### config.mk
export PLATFORM = sky130hd
export DESIGN_NAME = flex_sequencer
export DESIGN_NICKNAME = d
export VERILOG_FILES = /design/src/rtl/flex_sequencer.sv
export SDC_FILE = /design/constraint.sdc
export NUM_CORES = 1
export LEC_CHECK = 0
export CAP_MARGIN = 10
export CORE_MARGIN = 3
export CORE_UTILIZATION = 28
export CTS_BUF_LIST = sky130_fd_sc_hd__clkbuf_8
export CTS_CLUSTER_DIAMETER = 60
export DETAILED_ROUTE_END_ITERATION = 8
export GPL_ROUTABILITY_DRIVEN = 0
export PLACE_DENSITY = 0.56
export REMOVE_ABC_BUFFERS = 1
export SLEW_MARGIN = 20
export SYNTH_ARGS = -nofsm -noshare
export SYNTH_HDL_FRONTEND = slang
export SYNTH_SLANG_ARGS = --single-unit
### constraint.sdc
create_clock -name clk -period 2.35 [get_ports clk]
set_clock_uncertainty 0.2 [all_clocks]
set_input_delay 0.3525 -clock clk [delete_from_list [all_inputs] [get_ports clk]]
set_output_delay 0.3525 -clock clk [all_outputs]
set_load 0.1 [all_outputs]
### src/rtl/flex_sequencer.sv
// flex_sequencer: runs one flexcounter job per handshake, waiting for a requested number
// of terminal-count strobes, with abort and a sticky overrange error flag.
module flex_sequencer #(
   parameter int COUNTSIZE = 1024,
   parameter int REPW = 8,
   localparam int COUNTWIDTH = $clog2(COUNTSIZE)
) (
   input  logic                  clk,
   input  logic                  RST,
   input  logic                  req_valid,
   output logic                  req_ready,
   input  logic [COUNTWIDTH-1:0] req_period,
   input  logic [REPW-1:0]       req_repeat,
   input  logic                  abort,
   output logic                  enableCounter,
   output logic [COUNTWIDTH-1:0] maxCount,
   output logic                  cnt_nRST,
   input  logic                  strobe,
   input  logic [COUNTWIDTH-1:0] count,
   output logic                  tick,
   output logic                  done,
   output logic [REPW-1:0]       remaining,
   output logic                  err
);

   typedef enum logic [1:0] {
      IDLE  = 2'd0,
      CLEAR = 2'd1,
      RUN   = 2'd2,
      DONE  = 2'd3
   } state_t;

   state_t                state_r;
   state_t                state_next_s;
   logic                  enable_counter_r;
   logic                  cnt_nrst_r;
   logic [COUNTWIDTH-1:0] max_count_r;
   logic [REPW-1:0]       remaining_r;
   logic                  err_r;
   logic                  req_ready_s;
   logic                  accept_s;
   logic                  job_ok_s;
   logic                  tick_s;
   logic                  done_s;
   logic                  cancel_s;

   // Next-state selection and the combinational handshake/pulse outputs.
   always_comb begin
      state_next_s = state_r;
      req_ready_s  = 1'b0;
      accept_s     = 1'b0;
      job_ok_s     = 1'b0;
      tick_s       = 1'b0;
      done_s       = 1'b0;
      cancel_s     = 1'b0;

      req_ready_s = (state_r == IDLE) && !RST;
      accept_s    = req_valid && req_ready_s;
      job_ok_s    = (req_period != {COUNTWIDTH{1'b0}}) && (req_repeat != {REPW{1'b0}});
      tick_s      = strobe && (state_r == RUN);
      done_s      = (state_r == DONE);
      cancel_s    = abort && ((state_r == RUN) || (state_r == CLEAR));

      case (state_r)
         IDLE: begin
            if (accept_s) begin
               if (job_ok_s) begin
                  state_next_s = CLEAR;
               end else begin
                  state_next_s = DONE;
               end
            end else begin
               state_next_s = IDLE;
            end
         end
         CLEAR: begin
            if (abort) begin
               state_next_s = IDLE;
            end else begin
               state_next_s = RUN;
            end
         end
         RUN: begin
            // Abort outranks a coincident final strobe.
            if (abort) begin
               state_next_s = IDLE;
            end else if (strobe && (remaining_r == REPW'(1))) begin
               state_next_s = DONE;
            end else begin
               state_next_s = RUN;
            end
         end
         DONE: begin
            state_next_s = IDLE;
         end
         default: begin
            state_next_s = IDLE;
         end
      endcase
   end

   // State, counter-control registers and job bookkeeping.
   always_ff @(posedge clk) begin
      if (RST) begin
         state_r          <= IDLE;
         enable_counter_r <= 1'b0;
         cnt_nrst_r       <= 1'b0;
         max_count_r      <= {COUNTWIDTH{1'b0}};
         remaining_r      <= {REPW{1'b0}};
         err_r            <= 1'b0;
      end else begin
         state_r          <= state_next_s;
         enable_counter_r <= (state_next_s == RUN);
         cnt_nrst_r       <= (state_next_s != CLEAR);

         if (accept_s) begin
            max_count_r <= req_period;
            remaining_r <= job_ok_s ? req_repeat : {REPW{1'b0}};
         end else if (cancel_s) begin
            remaining_r <= {REPW{1'b0}};
         end else if (tick_s) begin
            remaining_r <= remaining_r - REPW'(1);
         end else begin
            remaining_r <= remaining_r;
         end

         if (accept_s) begin
            err_r <= 1'b0;
         end else if ((state_r == RUN) && (count > max_count_r)) begin
            err_r <= 1'b1;
         end else begin
            err_r <= err_r;
         end
      end
   end

   assign req_ready     = req_ready_s;
   assign enableCounter = enable_counter_r;
   assign cnt_nRST      = cnt_nrst_r;
   assign maxCount      = max_count_r;
   assign remaining     = remaining_r;
   assign err           = err_r;
   assign tick          = tick_s;
   assign done          = done_s;

endmodule

## Yosys cells after proc, flatten, opt, wreduce, memory -nomap -nowiden

Cells that the tools add are included.
Widths: inputs -> output; s select.

- Register bits after elaboration: 23
- Output and inout port bits: 24
- Word-level logic and storage cells: 38

- $add $sub $neg: 1
- $lt $le $gt $ge: 1
- Equal/unequal tests: 6
- Multiplexer cells: 10
- Reduce and logical (&&, ||, !) cells: 14

Operator list:

| operator | count |
|---|---|
| $mux 8 | 4 |
| $gt 10x10->1 | 1 |
| $reduce_bool 10->1 | 1 |
| $eq 8x1->1 const B | 1 |
| $mux 2 | 4 |
| $pmux 2 s4 | 1 |
| $reduce_bool 8->1 | 1 |
| $sub 8x1->8 const B | 1 |
| $logic_and 1x1->1 | 7 |
| $eq 2x2->1 const B | 3 |
| $reduce_bool 3->1 | 1 |
| $eq 2x1->1 const B | 1 |
| $logic_not 2->1 | 1 |
| $ne 2x1->1 const B | 1 |
| $reduce_or 2->1 | 1 |
| $logic_not 1->1 | 1 |
| $logic_or 1x1->1 | 1 |
| $mux 1 | 1 |

## Longest topological paths before layout

- Word-level depth: 6
- Mapped depth: 7
- Mapped depth without buffers: 7

## Worst setup path after synthesis

Ideal clock, no wire load.

- Path type: reg2out
- From: register state_r[0]
- To: output req_ready
- Arrival: 1.946 ns
- Data required time: 1.798 ns
- Setup slack: -0.149 ns
- Cell stages (with the launch flop): 4
- Buffers on the path: 0
- Cells stage by stage: dfxtp_1 -> inv_1 -> ha_1 -> nor2b_1

- Word-level cells in the longest chain between the ends: 2

RTL lines:

| element | RTL line | RTL |
|---|---|---|
| from (decl) | 33 | `state_t state_r;` |
| from (signal assigned) | 112 | `state_r <= state_next_s;` |
| $logic_not 2->1 | 57 | `req_ready_s = (state_r == IDLE) && !RST;` |
| $logic_and 1x1->1 | 57 |  |
| to (decl) | 11 | `output logic req_ready,` |

Every way passes these cells.

## Worst setup path in the final report

- From: register state_r[0]
- To: output tick

- Word-level cells in the longest chain between the ends: 2

RTL lines:

| element | RTL line | RTL |
|---|---|---|
| $eq 2x2->1 | 60 | `tick_s = strobe && (state_r == RUN);` |
| $logic_and 1x1->1 | 60 |  |
| to (decl) | 20 | `output logic tick,` |

Every way passes these cells.

==> impl_metrics.csv <==
group,metric,value,unit
run_status,status,"finished clean",
synthesis,synth.distinct_cells,39,
timing,rsz0062_at_grt,"false",
critical_path,reg2reg_from,"state_r[0]",
critical_path,worstPathCellList,"inv_1 -> ha_1 -> nand2_1 -> inv_1 -> buf_12",
critical_path,rr_worst_depth,6,
drt,vias_per_cell,4.51,
synthesis,synthArstFlopShare,0,
global_routing,grt_pass1_vias,1254,
synthesis,synth_seq_cells,23,
drt,routed_wl,3.73,mm
cts,cts.clk_slew.worst_paths,0.09,ns
global_routing,grt_pass1_wl,5.91,mm
cells_and_area,final_cell_mix,"clkdlybuf4s50_1 (32), buf_4 (27), dfxtp_1 (23)",
critical_path,crit_top_cell,"inv_1",
cells_and_area,diodes,0,
timing,worst_pin_slew,0.446,ns
cts,clockBufferDepth,2,
die,dieHeight,77.7,µm
hold_path,hold_path_class,"reg2reg",
die,initial_core_util,0.297,
critical_path,worstReg2RegEnd,"remaining[3]",
cts,cts_hold_buf,0,
drt,dr.pass1.iters,4,
critical_path,critPathLaunchType,"register",
timing,finalCritPeriodShare,0.899,
cts,cts_repair_resize_count,0,
global_routing,antenna_found_initial,0,
global_routing,grtUsageTotal,0.121,
synthesis,synth-seq-area-share,0.320,
critical_path,arrival,1.56,ns
cells_and_area,fillers,490,
timing,finalHoldViolations,0,
timing,post-route-min-period,2.11,ns
synthesis,synth_top_area_frac,0.320,
cells_and_area,areaGrowthSynthToFinish,46.9,%
cts,postCtsSetupBuffers,0,
drt,vias,1311,
synthesis,synth_area_leaders,"dfxtp_1 (32%), ha_1 (15%), o31ai_1 (5.2%), inv_1 (4.4%), nor4_2 (4.3%)",
cells_and_area,final_core_util,0.436,
synthesis,synth-edff-count,0,
placement,dpl.hpwl,3.05,mm
pwr,p_per_area,535,mW/mm²
placement,port-buffer-count,56,
critical_path,r2r_slack,0.54,ns
hold_path,min_from,"maxCount[4]",
cts,clock_sinks,23,
timing,maxSlewViolCount,0,
die,die_w,77.7,µm
critical_path,required,1.80,ns
critical_path,crit_path_top_delay_cell,"dfxtp_1",
critical_path,path_class,"reg2out",
hold_path,min_to,"maxCount[4]",
timing,relSlewSlack,0.700,
hold_path,whs_path_depth,2,
die,ios,57,
pwr,ir_drop,0.000252,V
synthesis,synth_area,0.00144,mm²
cells_and_area,finalNonFillerCells,291,
synthesis,syn_avg_cell_area,8.83,µm²
synthesis,synthFlopType,"dfxtp_1",
critical_path,critPathMaxFanout,5,
drt,route.detailed.drc,0,
cts,tritoncts,"done",
pwr,fin_total_pwr,1.13,mW
global_routing,grt_overflow,0,
die,fp.dieArea,0.00603,mm²
cts,cts_root_buf,"clkbuf_8",
synthesis,synth.largest_area_cell,"dfxtp_1",
global_routing,grt_max_degree,13,
timing,fmax,473,MHz
drt,drt_iter0_markers,34,
cts,clk_latency,0.26,ns
cells_and_area,mostFrequentLayoutCell,"clkdlybuf4s50_1",
die,coreArea,0.00485,mm²
cells_and_area,drive_above_1_share,0.192,
critical_path,crit_path_end_kind,"output pin",
timing,setup_viol,0,
cts,cts_buffers,3,
cells_and_area,nNetsFinal,275,
die,rows,25,
cts,htreeDepth,1,
drt,wire_per_inst,12.8,µm
pwr,p_leak,0.861,nW
critical_path,slowest_delay,0.35,ns
drt,drtAntennaViolNets,0,
synthesis,yosysWarnings,0,
flow_run,max_cap_violations,0,
synthesis,post_synth_inst_count,163,
placement,dp.cells,287,
cell type report:
cell class | instances | area [µm²] | share of cell area
inverter | 17 | 63.8 | 0.0302
clock buffer | 3 | 41.3 | 0.0195
timing repair buffer | 61 | 563 | 0.266
sequential | 23 | 460 | 0.218
tap | 67 | 83.8 | 0.0397
clock inverter | 1 | 3.75 | 0.00178
multi-input combinational | 119 | 897 | 0.425
layer usage:
metal / wire, µm / vias up / track usage
li1: - / 705 / -
met1: 1830 / 568 / 0.171
met2: 1640 / 36 / 0.182
met3: 221 / 2 / 0.0232
met4: 36 / 0 / 0.0427
met5: 0 / - / 0
worst max-delay path, delay by kind of cell (launching register included):
| kind | cells | cell delay, ns |
|---|---|---|
| adder cells (fa/ha/maj) | 1 | 0.29 |
| buffers and inverters | 3 | 0.54 |
| flip-flops | 1 | 0.35 |
| AND/OR/NAND/NOR | 1 | 0.12 |
Yosys cell counts (all sizes together), types with 2 or more instances:
cell / count
o31ai: 10
and3: 2
nand3: 11
o21ai: 8
a32oi: 2
a21o: 2
nor3: 4
buf: 4
a21oi: 8
nand2: 16
nand4: 2
o31a: 2
nor2: 10
a211oi: 2
dfxtp: 23
xnor2: 3
ha: 17
xor2: 2
inv: 17
nor4: 5
power breakdown:
part | switching, mW | internal (mW)
registers | 0.0258 | 0.415
logic | 0.293 | 0.146
clock network | 0.134 | 0.117
worst max-delay path by stage:
stage               depth (start not counted)   endpoint  slack (ns)     startpoint
global route                                5       tick        0.15     state_r[0]
detailed placement                          5   cnt_nRST        0.21  req_period[4]
CTS                                         5       tick        0.22     state_r[0]
floorplan                                   3  req_ready       -0.15     state_r[0]
global placement                            5   cnt_nRST        0.20  req_period[4]
finish                                      5       tick        0.24     state_r[0]
per-stage QoR:
| step | TNS [ns] | area [µm²] | hold WS [ns] | worst slack, ns |
|---|---|---|---|---|
| detailed placement | 0 | 2070 | 0.288 | 0.208 |
| floorplan | -0.185 | 1420 | 0.222 | -0.149 |
| global route | 0 | 2110 | 0.323 | 0.147 |
| CTS | 0 | 2110 | 0.307 | 0.218 |
| finish | 0 | 2110 | 0.301 | 0.237 |
| global placement | 0 | 2070 | 0.289 | 0.200 |
sequential cells by signal, summed over array words and instances, names as in the netlist:
name	count
maxCount	10
err	1
state_r	2
remaining	8
enableCounter	1
cnt_nRST	1
cell families after synthesis:
kind of cell | Yosys count | synth area share
compound gates | 39 | 0.190
fa+ha+maj | 17 | 0.148
xor+xnor | 5 | 0.0304
buf+inv | 21 | 0.0565
simple gates | 58 | 0.255
flops | 23 | 0.320
Power figures use the tool's default switching activity.
